**src/rtl/fetch_unit_pkg.sv**
```systemverilog
// rtl/fetch_unit_pkg.sv - default parameters and helpers shared by the fetch stage
package fetch_pkg;

    localparam int DEFAULT_PC_WIDTH    = 8;
    localparam int DEFAULT_INSTR_WIDTH = 16;
    localparam int DEFAULT_PC_STEP     = 4;
    localparam int DEFAULT_QUEUE_DEPTH = 4;
    localparam int DEFAULT_RESET_PC    = 0;

    // Count must represent 0..depth inclusive, hence one bit above the pointer width
    function automatic int count_width(input int depth);
        return $clog2(depth) + 1;
    endfunction

endpackage

```
**src/rtl/fetch_unit_if.sv**
```systemverilog
// rtl/fetch_unit_if.sv - fetch stage bus: control, instruction memory port and decode handshake
interface fetch_if
    import fetch_pkg::*;
#(
    parameter int PC_WIDTH    = DEFAULT_PC_WIDTH,
    parameter int INSTR_WIDTH = DEFAULT_INSTR_WIDTH,
    parameter int CW          = count_width(DEFAULT_QUEUE_DEPTH)
);
    logic                   fetchEn;
    logic                   redirectEn;
    logic [PC_WIDTH-1:0]    redirectPc;
    logic [PC_WIDTH-1:0]    imemAddr;
    logic [INSTR_WIDTH-1:0] imemData;
    logic                   instrValid;
    logic                   instrReady;
    logic [INSTR_WIDTH-1:0] instruction;
    logic [PC_WIDTH-1:0]    instrPc;
    logic [CW-1:0]          queueCount;

    modport master (
        input  fetchEn, redirectEn, redirectPc, imemData, instrReady,
        output imemAddr, instrValid, instruction, instrPc, queueCount
    );

    modport slave (
        output fetchEn, redirectEn, redirectPc, imemData, instrReady,
        input  imemAddr, instrValid, instruction, instrPc, queueCount
    );
endinterface

```
**src/rtl/fetch_unit_queue.sv**
```systemverilog
// rtl/fetch_unit_queue.sv - synchronous FIFO with flush, used as the prefetch queue
module fetch_queue #(
    parameter int WIDTH = 24,
    parameter int DEPTH = 4,
    parameter int CW    = $clog2(DEPTH) + 1
) (
    input  logic             clk,
    input  logic             reset,
    input  logic             flush,
    input  logic             push,
    input  logic             pop,
    input  logic [WIDTH-1:0] wdata,
    output logic [WIDTH-1:0] rdata,
    output logic             full,
    output logic             empty,
    output logic [CW-1:0]    count
);
    localparam int AW = $clog2(DEPTH);

    logic [WIDTH-1:0] r_mem [DEPTH];
    logic [AW-1:0]    r_head;
    logic [AW-1:0]    r_tail;
    logic [CW-1:0]    r_count;
    logic             w_do_pop;
    logic             w_do_push;

    assign empty = (r_count == '0);
    assign full  = (r_count == CW'(DEPTH));
    assign count = r_count;
    assign rdata = r_mem[r_head];

    // A push into a full queue is legal when the head leaves in the same cycle
    assign w_do_pop  = pop & ~empty;
    assign w_do_push = push & (~full | w_do_pop);

    always_ff @(posedge clk or negedge reset) begin
        if (!reset) begin
            r_head  <= '0;
            r_tail  <= '0;
            r_count <= '0;
            for (int i = 0; i < DEPTH; i++) begin
                r_mem[i] <= '0;
            end
        end else if (flush) begin
            r_head  <= '0;
            r_tail  <= '0;
            r_count <= '0;
        end else begin
            if (w_do_push) begin
                r_mem[r_tail] <= wdata;
                r_tail        <= r_tail + AW'(1);
            end
            if (w_do_pop) begin
                r_head <= r_head + AW'(1);
            end
            r_count <= r_count + CW'(w_do_push) - CW'(w_do_pop);
        end
    end
endmodule

```
**src/rtl/fetch_unit.sv**
```systemverilog
// rtl/fetch_unit.sv - fetch PC, push/redirect control and prefetch queue feeding decode
module fetch_unit
    import fetch_pkg::*;
#(
    parameter int PC_WIDTH    = DEFAULT_PC_WIDTH,
    parameter int INSTR_WIDTH = DEFAULT_INSTR_WIDTH,
    parameter int PC_STEP     = DEFAULT_PC_STEP,
    parameter int QUEUE_DEPTH = DEFAULT_QUEUE_DEPTH,
    parameter int RESET_PC    = DEFAULT_RESET_PC
) (
    input  logic     clk,
    input  logic     reset,
    fetch_if.master  bus
);
    localparam int CW = count_width(QUEUE_DEPTH);
    localparam int EW = INSTR_WIDTH + PC_WIDTH;

    logic [PC_WIDTH-1:0] r_fetch_pc;
    logic                w_pop;
    logic                w_push;
    logic                w_full;
    logic                w_empty;
    logic [EW-1:0]       w_head;
    logic [CW-1:0]       w_count;

    assign w_pop  = ~w_empty & bus.instrReady;
    assign w_push = bus.fetchEn & ~bus.redirectEn & (~w_full | w_pop);

    // PC advances only on an accepted push, so a stalled queue re-presents the same address
    always_ff @(posedge clk or negedge reset) begin
        if (!reset) begin
            r_fetch_pc <= PC_WIDTH'(RESET_PC);
        end else if (bus.redirectEn) begin
            r_fetch_pc <= bus.redirectPc;
        end else if (w_push) begin
            r_fetch_pc <= r_fetch_pc + PC_WIDTH'(PC_STEP);
        end
    end

    fetch_queue #(
        .WIDTH (EW),
        .DEPTH (QUEUE_DEPTH),
        .CW    (CW)
    ) u_queue (
        .clk   (clk),
        .reset (reset),
        .flush (bus.redirectEn),
        .push  (w_push),
        .pop   (w_pop),
        .wdata ({bus.imemData, r_fetch_pc}),
        .rdata (w_head),
        .full  (w_full),
        .empty (w_empty),
        .count (w_count)
    );

    assign bus.imemAddr    = r_fetch_pc;
    assign bus.instrValid  = ~w_empty;
    assign bus.instruction = w_head[EW-1:PC_WIDTH];
    assign bus.instrPc     = w_head[PC_WIDTH-1:0];
    assign bus.queueCount  = w_count;
endmodule

```
**src/flat_wrapper.sv**
```systemverilog
// flat-port wrapper written by rule: the top's interface ports become plain ports
module fetch_unit_flat import fetch_pkg::*;
#(
    parameter int PC_WIDTH    = DEFAULT_PC_WIDTH,
    parameter int INSTR_WIDTH = DEFAULT_INSTR_WIDTH,
    parameter int PC_STEP     = DEFAULT_PC_STEP,
    parameter int QUEUE_DEPTH = DEFAULT_QUEUE_DEPTH,
    parameter int RESET_PC    = DEFAULT_RESET_PC
)
  (clk, reset, bus_fetchEn, bus_redirectEn, bus_redirectPc, bus_imemData, bus_instrReady, bus_imemAddr, bus_instrValid, bus_instruction, bus_instrPc, bus_queueCount);
  fetch_if #(.PC_WIDTH(PC_WIDTH), .INSTR_WIDTH(INSTR_WIDTH)) bus_i ();
  input  logic clk;
  input  logic reset;
  input wire logic [$bits(bus_i.fetchEn)-1:0] bus_fetchEn;
  input wire logic [$bits(bus_i.redirectEn)-1:0] bus_redirectEn;
  input wire logic [$bits(bus_i.redirectPc)-1:0] bus_redirectPc;
  input wire logic [$bits(bus_i.imemData)-1:0] bus_imemData;
  input wire logic [$bits(bus_i.instrReady)-1:0] bus_instrReady;
  output wire logic [$bits(bus_i.imemAddr)-1:0] bus_imemAddr;
  output wire logic [$bits(bus_i.instrValid)-1:0] bus_instrValid;
  output wire logic [$bits(bus_i.instruction)-1:0] bus_instruction;
  output wire logic [$bits(bus_i.instrPc)-1:0] bus_instrPc;
  output wire logic [$bits(bus_i.queueCount)-1:0] bus_queueCount;
  assign bus_i.fetchEn = bus_fetchEn;
  assign bus_i.redirectEn = bus_redirectEn;
  assign bus_i.redirectPc = bus_redirectPc;
  assign bus_i.imemData = bus_imemData;
  assign bus_i.instrReady = bus_instrReady;
  assign bus_imemAddr = bus_i.imemAddr;
  assign bus_instrValid = bus_i.instrValid;
  assign bus_instruction = bus_i.instruction;
  assign bus_instrPc = bus_i.instrPc;
  assign bus_queueCount = bus_i.queueCount;
  fetch_unit #(.PC_WIDTH(PC_WIDTH), .INSTR_WIDTH(INSTR_WIDTH), .PC_STEP(PC_STEP), .QUEUE_DEPTH(QUEUE_DEPTH), .RESET_PC(RESET_PC)) u_core (.clk(clk), .reset(reset), .bus(bus_i));
endmodule
```
**config.mk**
```make
export PLATFORM = sky130hd
export DESIGN_NAME = fetch_unit_flat
export DESIGN_NICKNAME = d
export VERILOG_FILES = /design/src/rtl/fetch_unit_pkg.sv /design/src/rtl/fetch_unit_if.sv /design/src/rtl/fetch_unit_queue.sv /design/src/rtl/fetch_unit.sv /design/src/flat_wrapper.sv
export SDC_FILE = /design/constraint.sdc
export NUM_CORES = 1
export LEC_CHECK = 0
export ABC_AREA = 1
export CORE_AREA = 2 2 103 105
export DETAILED_ROUTE_END_ITERATION = 12
export DIE_AREA = 0 0 105 107
export PLACE_DENSITY = 0.76
export SYNTH_ARGS = -nofsm -noshare
export SYNTH_HDL_FRONTEND = slang
export SYNTH_HIERARCHICAL = 1
export SYNTH_SLANG_ARGS = --single-unit
```
**constraint.sdc**
```tcl
create_clock -name clk -period 3 [get_ports clk]
set_input_delay 0.6 -clock clk [delete_from_list [all_inputs] [get_ports clk]]
set_output_delay 0.6 -clock clk [all_outputs]
set_load 0.01 [all_outputs]
```
# Word level (Yosys, flattened, before mapping)
# Cells that the tools add are included.
[word_totals]
out_inout_bits = 36
elab_cells = 48
regBits = 111
[classes]
muxes = 13
n_lt_le_gt_ge = 3
n_reduce_logical = 6
n_bitwise = 12
n_addsub = 5
n_eq_ne = 1
[ops]
columns = ["operator", "count"]
rows = [
  ["96-bit bitwise mux", 1],
  ["24-bit 2-to-1 mux", 3],
  ["24-bit binary-select mux with 2-bit select", 1],
  ["24-bit demux with 2-bit select", 1],
  ["8-bit 2-to-1 mux", 2],
  ["8-bit by 3-bit adder with 8-bit output (second input constant)", 1],
  ["2-bit 2-to-1 mux", 4],
  ["3-bit >= comparator (second input constant)", 2],
  ["2-bit NOT with 3-bit output", 2],
  ["2-bit nonzero test", 3],
  ["1-bit AND", 5],
  ["2-bit by 1-bit adder with 2-bit output (second input constant)", 2],
  ["3-bit by 1-bit adder with 3-bit output", 1],
  ["3-bit == test (second input constant)", 1],
  ["3-bit zero test", 1],
  ["3-bit by 1-bit less-than comparator with 1-bit output (second input constant)", 1],
  ["3-bit 2-to-1 mux", 1],
  ["1-bit NOT", 3],
  ["3-bit by 1-bit subtractor with 3-bit output", 1],
  ["1-bit OR", 2],
  ["2-bit AND reduction", 1],
  ["1-bit logical AND", 1],
]

# Logic depth before layout (Yosys ltp)
# Gate-level depths: netlist of run 1.
[logic_depth]
word_depth = 9
depth_mapped = 16
mapped_depth_nobuf = 16

# Cells and area by module
# Netlist of run 1, hierarchy kept.
[by_module_without_submodules]
columns = ["mod", "instances", "cells_per_inst", "seq_area_each_um2", "area_each_um2"]
rows = [
  ["fetch_queue", 1, 598, 2577.5, 4745.8],
  ["fetch_unit", 1, 69, 200.2, 523.0],
]

# Least setup slack after synthesis of run 1
# Ideal clock, no wire load.
[synth_timing]
path_kind = "register to register"
from = "register u_core.u_queue.r_count[1] (netlist: u_core/u_queue/count[1])"
to = "register u_core.u_queue.r_count[2] (netlist: u_core/u_queue/count[2])"
path_buffers = 0
setup_slack_ps = 561
stages_incl_launch_ff = 15
period_less_slack_ps = 2439
t_arrival_ps = 2353
setup_time_ps = 86
cell_sequence = "dfrtp_1 -> inv_1 -> nand2_1 -> nor2_1 -> inv_1 -> nand2_1 -> a21oi_4 -> nand2_1 -> ha_1 -> inv_1 -> ha_1 -> inv_1 -> fa_1 -> and3_1 -> nor3_1"
[synth_between]
elab_chain_len = 9
[synth_rtl]
columns = ["element", "line", "source"]
rows = [
  ["from (decl)", "fetch_unit_queue.sv:23", "logic [CW-1:0] r_count;"],
  ["from (signal assigned)", "fetch_unit_queue.sv:56", "r_count <= r_count + CW'(w_do_push) - CW'(w_do_pop);"],
  ["3-bit zero test", "fetch_unit_queue.sv:27", "assign empty = (r_count == '0);"],
  ["net u_core.w_empty", "fetch_unit.sv:22", "logic w_empty;"],
  ["1-bit NOT", "--", ""],
  ["net bus_instrValid", "flat_wrapper.sv:20", "output wire logic [$bits(bus_i.instrValid)-1:0] bus_instrValid;"],
  ["1-bit AND", "fetch_unit.sv:26", "assign w_pop = ~w_empty & bus.instrReady;"],
  ["1-bit OR", "fetch_unit.sv:27", "assign w_push = bus.fetchEn & ~bus.redirectEn & (~w_full | w_pop);"],
  ["1-bit AND", "fetch_unit.sv:27", ""],
  ["net u_core.w_push", "fetch_unit.sv:20", "logic w_push;"],
  ["1-bit AND", "fetch_unit_queue.sv:34", "assign w_do_push = push & (~full | w_do_pop);"],
  ["3-bit by 1-bit adder with 3-bit output", "fetch_unit_queue.sv:56", ""],
  ["3-bit by 1-bit subtractor with 3-bit output", "fetch_unit_queue.sv:56", ""],
  ["3-bit 2-to-1 mux", "fetch_unit_queue.sv:44", "end else if (flush) begin"],
]
# The timed path passes the listed nets, and every way through them passes these cells.
# A chain may end at the register's enable or synchronous reset.

# Final worst setup path of run 1
[layout_timing]
from = "register u_core.u_queue.r_head[0]"
to = "output bus_instrPc[0]"
[layout_between]
elab_chain_len = 4
[layout_rtl]
columns = ["element", "line", "source"]
rows = [
  ["from (decl)", "fetch_unit_queue.sv:21", "logic [AW-1:0] r_head;"],
  ["from (signal assigned)", "fetch_unit_queue.sv:54", "r_head <= r_head + AW'(1);"],
  ["2-bit NOT with 3-bit output (implied by the code)", "fetch_unit_queue.sv:30", "assign rdata = r_mem[r_head];"],
  ["24-bit binary-select mux with 2-bit select", "fetch_unit_queue.sv:30", ""],
  ["24-bit 2-to-1 mux (implied by the code) (2 in series)", "fetch_unit_queue.sv:30", ""],
  ["to (decl)", "flat_wrapper.sv:22", "output wire logic [$bits(bus_i.instrPc)-1:0] bus_instrPc;"],
]
# Every way passes these cells. The select of a mux whose other input is x is not followed.

==> results.toml, run 1 <==
[route]
wl_met2_um = 6416
met1Wirelength_um = 5565
highest_layer = "met4"
ant_nets = 0
viasPerCell = 5.379
wl_per_cell_um = 15.07
drt_iter0_drc = 397
drt_first_pass_iters = 8
drcViolationCount = 0
vias = 4669
routed_wl_um = 13080
route.met3.wl_um = 933

[synth]
synth_seq_area_share = 0.5272
yosysUniqueCellTypes = 31
synth.area.mux_share = 0
synthCells = 667
synth_fp_nets = 704
syn_area_um2 = 5269
yosys_warnings = 6
synth_top_family_by_area = "simple AND/OR/NAND/NOR gates"
synth_compound_area_frac = 0.08858
synthXorXnorAreaFrac = 0.003325
synth_seq_cells = 111
synth_fa_ha_area_frac = 0.02042
synthSimpleGateAreaFrac = 0.3092
avgSynthCellArea_um2 = 7.899

[layout]
seq_area_um2 = 2778
multi_input_comb_area_um2 = 2221
final_common_cell = "nand2_1"
antennaDiodeCount = 0
finalNetCount = 764
mostFrequentLayoutCells = "nand2_1 (320), dfrtp_1 (111), clkdlybuf4s50_1 (63), o21ai_0 (54), nor2_1 (54)"
drive_above_1_share = 0.06557
area_delta_synth_final_pct = 18.97
final_cell_area_um2 = 6269
finalNonFillerCells = 868
fillCellCount = 921

[outcome]
status = "finished clean"

[worst_setup_path]
reg2reg_depth = 16
path_class = "flip-flop to output pin"
cp.required_ns = 2.40
cp.arrival_ns = 2.22
reg2reg_slack_ns = 0.45
rr_startpoint = "u_core/u_queue/count[1]$_DFF_PN0_"
r2r_end = "u_core/u_queue/count[2]$_DFF_PN0_"
setup.worst_path.start_class = "flip-flop"
cp_max_fo = 20
end_kind = "output pin"

[timing]
max_slew_margin = 0.5203
fmax_ghz = 0.3551
rsz0062_at_grt = "false"
hold_viol_final = 0
skew_ns = 0.01197
setup_viol = 0
maxSlewViolCount = 0
fin_crit_sh = 0.9386
period_minus_slack_ns = 2.816
worst_pin_slew_ns = 0.7178
fin_ws_ns = 0.1842
fin_setup_tns_ns = 0

[global_route]
grtUsageTotal = 0.2424
overflow = 0
grt_pass1_wl_um = 21720
grt_max_degree = 58
grt_pass1_vias = 4509
antenna_found_initial = 0

[cts]
ctsResizeCount = 0
cts_made_buffers = 9
cts_setup_buffers = 0
root_buffer = "clkbuf_8"
clock_tree.htree_level_count = 3
clk_pin_slew_worst_paths_ns = 0.10
cts_tree = "built"
cts_sinks = 111
cts_hold_buf = 0
cts.path.max_buffers = 2
worstSkewPairLatency_ns = 0.37

[floorplanning]
die_h_um = 107
design.die.area_um2 = 11240
start_util = 0.5221
core_um2 = 10090
die_x_um = 105
io_pins = 65
rows = 37

[pwr]
power_leakage_uw = 0.003297
vdd_drop_max_uv = 447.5
p_per_area_nw_per_um2 = 832.2

[placement]
post-place-ws_ns = 0.1513
place_inst = 852
post-dp-hpwl_um = 8225
dpl_cell_area_um2 = 6045
numPortBuffers = 64
place_congestion = 0.8140

[worst_hold_path]
hold_class = "primary input to asynchronous set/reset pin"

[flow_run]
drv_cap = 0
==> worst max path at each step <==
| stage | slack (ns) | from | end |
|---|---|---|---|
| global placement | 0.27 | bus_instrReady | u_core/u_queue/count[2]$_DFF_PN0_ |
| global route | 0.03 | u_core/u_queue/r_head[0]$_DFFE_PN0P_ | bus_instruction[4] |
| detailed placement | 0.15 | bus_instrReady | u_core/u_queue/count[2]$_DFF_PN0_ |
| finish | 0.18 | u_core/u_queue/r_head[0]$_DFFE_PN0P_ | bus_instrPc[0] |
| floorplan | 0.56 | u_core/u_queue/count[1]$_DFF_PN0_ | u_core/u_queue/count[2]$_DFF_PN0_ |
| CTS | 0.19 | u_core/u_queue/r_head[0]$_DFFE_PN0P_ | bus_instrPc[0] |
==> layout make-up <==
cell class,count,area share
clock inverter,4,0.009381
inverter,26,0.01677
tap,136,0.02715
timing repair buffer,80,0.1230
sequential,111,0.4431
clock buffer,12,0.02635
multi-input combinational,499,0.3543
==> Yosys cell counts <==
library cell | instances | area share
buf_2 | 9 | 0.0085
nand2_1 | 320 | 0.23
clkinv_1 | 1 | 0.00071
o21bai_1 | 1 | 0.0014
nand4_1 | 4 | 0.0047
clkbuf_1 | 11 | 0.0078
ha_1 | 7 | 0.017
xor2_1 | 2 | 0.0033
inv_2 | 2 | 0.0014
buf_6 | 1 | 0.0021
a21oi_1 | 1 | 0.00095
nor2_4 | 4 | 0.0085
nand3_4 | 1 | 0.0033
and3_1 | 1 | 0.0012
o22ai_1 | 24 | 0.028
a21boi_1 | 1 | 0.0014
nor2_1 | 54 | 0.038
nand3_1 | 13 | 0.012
o21ai_0 | 54 | 0.051
nand2_2 | 2 | 0.0024
nor3_1 | 2 | 0.0019
buf_1 | 2 | 0.0014
fa_1 | 1 | 0.0038
nand2_4 | 3 | 0.0064
dfrtp_1 | 111 | 0.53
inv_8 | 1 | 0.0021
a21oi_4 | 1 | 0.0031
inv_1 | 22 | 0.016
buf_4 | 8 | 0.011
o21ai_1 | 2 | 0.0019
nand3_2 | 1 | 0.0019
==> layer usage <==
layer,vias up,GRT usage
met1,2233,0.3156
li1,2222,-
met5,-,0
met4,0,0.06571
met2,196,0.4156
met3,18,0.04863
==> kinds of logic (layout without fill, tap and decap cells) <==
kind of cell,Yosys count,in the layout
compound gates,84,84
xor+xnor,2,2
fa+ha+maj,8,8
buf+inv,57,122
flops,111,111
simple gates,405,405
==> per-stage QoR <==
stage	utilization	hold WS (ns)	power, uW
after floorplan	-	0.3044	3298
after global placement	0.5989	0.4557	4183
after detailed placement	0.5989	0.4601	4259
after CTS	0.6211	0.2927	5242
after global routing	0.6211	0.3134	5567
final	0.6211	0.2722	5217
==> where the power goes <==
part           switching, uW  leakage [uW]  internal, uW
registers                296       0.00146          1940
clock network            514      0.000116           468
logic                   1020       0.00172           974
==> critical path, stage by stage, from the launching register on <==
cell	delay, ns
dfrtp_1	0.39
buf_4	0.18
inv_1	0.08
buf_4	0.24
o21ai_0	0.11
o22ai_1	0.25
clkdlybuf4s50_1	0.60
==> state kept, by name (all words and copies together) (netlist names) <==
register,cells
u_core/u_queue/r_head,2
u_core/u_queue/r_tail,2
u_core/u_queue/r_mem,96
u_core/u_queue/count,3
u_core/bus.imemAddr,8
No activity file was read; power rests on OpenSTA's default activity.
==> run 2: changes to the inputs <==
--- a/config.mk
+++ b/config.mk
@@ -6,10 +6,10 @@
 export NUM_CORES = 1
 export LEC_CHECK = 0
 export ABC_AREA = 1
-export CORE_AREA = 2 2 103 105
+export CORE_AREA = 2 2 112 114
 export DETAILED_ROUTE_END_ITERATION = 12
-export DIE_AREA = 0 0 105 107
-export PLACE_DENSITY = 0.76
+export DIE_AREA = 0 0 114 116
+export PLACE_DENSITY = 0.65
 export SYNTH_ARGS = -nofsm -noshare
 export SYNTH_HDL_FRONTEND = slang
 export SYNTH_HIERARCHICAL = 1
==> run 2 against run 1 <==
Effect of this change:
- register-to-register slack worse by 0.03 ns
- critical path depth down 1
- global-route usage down 2.4 points
- power up 4.3%
- first-iteration DRC count up 20%
- via count down 2.2%
- hold slack worse by 0.021 ns
- utilization down 8.7 points
- clock power up 23%
- largest power group unchanged
==> results.toml, run 2 (synthesis results as in run 1) <==
[timing]
whs_ns = 0.2514
setup_viol = 0
fin_crit_sh = 0.9269
maxSlewViolCount = 0
max_slew_margin = 0.5134
fin_ws_ns = 0.2192
worst_pin_slew_ns = 0.7282
rsz0062_at_grt = "false"
fin_setup_tns_ns = 0
skew_ns = 0.006933
period_minus_slack_ns = 2.781
hold_viol_final = 0
fmax_ghz = 0.3596

[placement]
post-dp-hpwl_um = 8300
post-place-ws_ns = 0.1731
place_congestion = 0.7909
numPortBuffers = 64
dpl_cell_area_um2 = 6058

[worst_setup_path]
cp_slowest_stage_delay_ns = 0.60
cp.required_ns = 2.40
cp_slowest_cell = "clkdlybuf4s50_1"
critPathLaunch = "u_core/u_queue/r_head[1]$_DFFE_PN0P_"
reg2reg_slack_ns = 0.42
path_class = "flip-flop to output pin"
setup.worst_path.start_class = "flip-flop"
cp.arrival_ns = 2.18
cp_max_fo = 16
rr_startpoint = "u_core/u_queue/count[1]$_DFF_PN0_"
crit_chain = "inv_1 -> buf_4 -> o21ai_0 -> o22ai_1 -> clkdlybuf4s50_1"
end_kind = "output pin"

[cts]
cts_sinks = 111
cts_made_buffers = 9
cts_hold_buf = 0
root_buffer = "clkbuf_16"
cts_setup_buffers = 0
clock_tree.htree_level_count = 3
cts.path.max_buffers = 2
ctsResizeCount = 0
worstSkewPairLatency_ns = 0.35
clk_pin_slew_worst_paths_ns = 0.07
cts_tree = "built"

[floorplanning]
design.die.area_um2 = 13220
io_pins = 65
core_um2 = 11910
die_h_um = 116
start_util = 0.4423
die_x_um = 114
rows = 40

[layout]
mostFrequentLayoutCells = "nand2_1 (320), dfrtp_1 (111), clkdlybuf4s50_1 (63), o21ai_0 (54), nor2_1 (54)"
seq_area_um2 = 2778
drive_above_1_share = 0.06421
multi_input_comb_area_um2 = 2221
largest_reg_flops = 96
final_cell_area_um2 = 6359
finalNetCount = 764
largest-register = "u_core/u_queue/r_mem"
antennaDiodeCount = 0
area_delta_synth_final_pct = 20.68
fillCellCount = 1116
final_common_cell = "nand2_1"

[pwr]
total_power_uw = 5440
vdd_drop_max_uv = 305.6
p_per_area_nw_per_um2 = 855.6
power_leakage_uw = 0.003331

[route]
vias = 4565
wl_per_cell_um = 15.40
drt_iter0_drc = 475
routed_wl_um = 13530
drcViolationCount = 0
ant_nets = 0
drt_first_pass_iters = 5
viasPerCell = 5.193

[global_route]
antenna_found_initial = 0
grt_pass1_wl_um = 22560
overflow = 0
grtUsageTotal = 0.2184
grt_max_degree = 47
grt_pass1_vias = 4502

[worst_hold_path]
hold_class = "primary input to asynchronous set/reset pin"

[flow_run]
drv_cap = 0

[outcome]
status = "finished clean"
## run 2: cell types whose count changed in the layout (fill, tap and decap cells not counted)
cell       change
inv_6          -2
clkinv_2       +2
clkinv_4       +2
inv_8          -1
clkbuf_8      -11
clkbuf_1       +1
clkbuf_16      +9
## run 2: layer usage
metal | up-vias | GRT usage | wire length (um)
met5 | - | 0 | 0
met4 | 0 | 0.06260 | 121
met3 | 11 | 0.05021 | 675
met2 | 149 | 0.3512 | 6551
met1 | 2185 | 0.2989 | 6186
li1 | 2220 | - | -
## run 2: cell type report
class	count	share of cell area
sequential	111	0.4368
multi-input combinational	499	0.3493
timing repair buffer	80	0.1212
clock buffer	11	0.03817
tap	147	0.02893
inverter	26	0.01653
clock inverter	5	0.009052
## run 2: worst max-delay path, delay by kind of cell, from the launching register on
| kind | cells | cell delay, ns |
|---|---|---|
| buf+inv | 3 | 0.97 |
| compound gates | 2 | 0.36 |
| flops | 1 | 0.51 |
## run 2: per-stage QoR
| step | util | std cells |
|---|---|---|
| after global routing | 0.5338 | 879 |
| after floorplan | - | 667 |
| after detailed placement | 0.5086 | 863 |
| after CTS | 0.5338 | 879 |
| final | 0.5338 | 879 |
| after global placement | 0.5086 | 863 |
## run 2: where the power goes
part           leakage [uW]  switching [uW]  internal [uW]
logic               0.00172            1030            967
clock network      0.000149             536            671
registers           0.00146             290           1950
## run 2: path summary, 6_finish.rpt
| check | endpoint | cells after the start |
|---|---|---|
| setup / recovery | bus_instrPc[3] | 5 |
| hold / removal | u_core/u_queue/r_mem[45]$_DFFE_PN0P_ | 1 |
| setup reg to reg | u_core/u_queue/count[2]$_DFF_PN0_ | 16 |
| hold reg to reg | u_core/u_queue/r_mem[56]$_DFFE_PN0P_ | 2 |
| max in group asynchronous | u_core/u_queue/r_mem[67]$_DFFE_PN0P_ | 2 |
| min in group clk | u_core/u_queue/r_mem[56]$_DFFE_PN0P_ | 2 |
==> run 3: changes to the inputs <==
--- a/config.mk
+++ b/config.mk
@@ -10,6 +10,7 @@
 export DETAILED_ROUTE_END_ITERATION = 12
 export DIE_AREA = 0 0 114 116
 export PLACE_DENSITY = 0.65
+export RECOVER_POWER = 100
 export SYNTH_ARGS = -nofsm -noshare
 export SYNTH_HDL_FRONTEND = slang
 export SYNTH_HIERARCHICAL = 1
==> run 3 against run 2 <==
Effect of this change:
- design area down 0.31%
- clock skew down 0.00085 ns
- critical path type unchanged
- critical endpoint unchanged
- the flow now finishes with violations (capacitance limit, slew limit)
- maximum frequency decreased by 0.94%
==> results.toml, run 3 (synthesis results as in run 1) <==
[floorplanning]
io_pins = 65
core_um2 = 11910
die_x_um = 114
die_h_um = 116
rows = 40
start_util = 0.4423
design.die.area_um2 = 13220

[cts]
root_buffer = "clkbuf_16"
clk_pin_slew_worst_paths_ns = 0.07
cts_tree = "built"
worstSkewPairLatency_ns = 0.35
cts_setup_buffers = 0
clock_tree.htree_level_count = 3
cts_hold_buf = 0
cts_sinks = 111
cts.path.max_buffers = 2
ctsResizeCount = 0
cts_made_buffers = 9

[placement]
place_congestion = 0.7909
numPortBuffers = 64
post-place-ws_ns = 0.1731
post-dp-hpwl_um = 8300

[route]
drcViolationCount = 0
wl_per_cell_um = 15.42
ant_nets = 0
drt_iter0_drc = 472
drt_first_pass_iters = 6
viasPerCell = 5.241
vias = 4607
routed_wl_um = 13560

[layout]
antennaDiodeCount = 0
finalNetCount = 764
multi_input_comb_area_um2 = 2216
final_common_cell = "nand2_1"
largest-register = "u_core/u_queue/r_mem"
drive_above_1_share = 0.06011
area_delta_synth_final_pct = 20.30
seq_area_um2 = 2778
largest_reg_flops = 96
mostFrequentLayoutCells = "nand2_1 (320), dfrtp_1 (111), o21ai_0 (55), nor2_1 (54), dlygate4sd3_1 (33)"
fillCellCount = 1122

[pwr]
switching_share = 0.3455
p_sw_uw = 1841
power.internal_uw = 3488
p_seq_frac = 0.419
power_leakage_uw = 0.003360
p_per_area_nw_per_um2 = 840.8
p_clk_frac = 0.227
pwr-share-comb = 0.354
vdd_drop_max_uv = 291.9

[timing]
fmax_ghz = 0.3562
setup_viol = 0
max_slew_margin = -0.6145
worst_pin_slew_ns = 2.422
skew_ns = 0.006084
hold_viol_final = 0
maxSlewViolCount = 43
rsz0062_at_grt = "false"
fin_setup_tns_ns = 0
fin_crit_sh = 0.9357
fin_ws_ns = 0.1929
period_minus_slack_ns = 2.807

[worst_setup_path]
end_kind = "output pin"
cp.required_ns = 2.40
reg2reg_depth = 16
path_class = "flip-flop to output pin"
cp_max_fo = 16
setup.worst_path.start_class = "flip-flop"
cp.arrival_ns = 2.21

[global_route]
grt_max_degree = 47
grt_pass1_wl_um = 22560
antenna_found_initial = 0
grtUsageTotal = 0.2184
grt_pass1_vias = 4502
overflow = 0

[worst_hold_path]
hold_class = "flip-flop to flip-flop"
whs_path_depth = 2

[outcome]
status = "complete, but fails checks"
violations = "capacitance limit, slew limit"

[flow_run]
drv_cap = 1
-- run 3: power groups by stage --
stage          Clock, uW  Combinational, uW  Sequential, uW
2_1_floorplan          0               1100            2200
3_3_place_gp           0               1970            2250
3_5_place_dp           0               2000            2250
4_1_cts             1230               2020            2230
5_1_grt             1290               2140            2290
6_report            1210               1890            2230
-- run 3: cell type report --
type                    instances  area share
inverters                      26     0.01658
clock inverters                 5    0.009080
clock buffers                  11     0.03829
well taps                     147     0.02902
repair buffers                 80      0.1192
flip-flops and latches        111      0.4382
multi-input cells             499      0.3496
-- run 3: path summary, 6_finish.rpt --
path / slack [ns] / startpoint / endpoint
worst max-delay path: 0.19 / u_core/u_queue/r_head[1]$_DFFE_PN0P_ / bus_instrPc[3]
worst min-delay path: 0.48 / u_core/u_queue/r_mem[56]$_DFFE_PN0P_ / u_core/u_queue/r_mem[56]$_DFFE_PN0P_
worst max register to register: 0.31 / u_core/u_queue/count[1]$_DFF_PN0_ / u_core/u_queue/count[2]$_DFF_PN0_
worst min register to register: 0.48 / u_core/u_queue/r_mem[56]$_DFFE_PN0P_ / u_core/u_queue/r_mem[56]$_DFFE_PN0P_
max in group asynchronous: 0.63 / reset / u_core/u_queue/r_mem[56]$_DFFE_PN0P_
min in group asynchronous: 0.99 / reset / u_core/u_queue/r_mem[19]$_DFFE_PN0P_
-- run 3: metrics by stage --
stage | instances | cell area (um^2) | hold WS, ns | utilization | power (uW)
4_1_cts | 879 | 6359 | 0.2687 | 0.5338 | 5480
6_report | 879 | 6339 | 0.4755 | 0.5321 | 5330
3_5_place_dp | 863 | 6058 | 0.4603 | 0.5086 | 4252
5_1_grt | 879 | 6339 | 0.4970 | 0.5321 | 5721
3_3_place_gp | 863 | 6058 | 0.4564 | 0.5086 | 4212
2_1_floorplan | 667 | 5269 | 0.3044 | - | 3298
-- run 3: metal layers --
metal	vias to the layer above	share of wire	global-route usage
met2	151	0.47	0.3512
li1	2223	-	-
met3	19	0.055	0.05021
met4	0	0.016	0.06260
met5	-	0	0
met1	2214	0.46	0.2989
-- run 3: worst max-delay path, stage by stage (launching register included) --
cell and delay [ns]:
dfrtp_1 0.51, inv_1 0.12, buf_4 0.24, o21ai_0 0.13
o22ai_1 0.21, dlygate4sd3_1 0.65
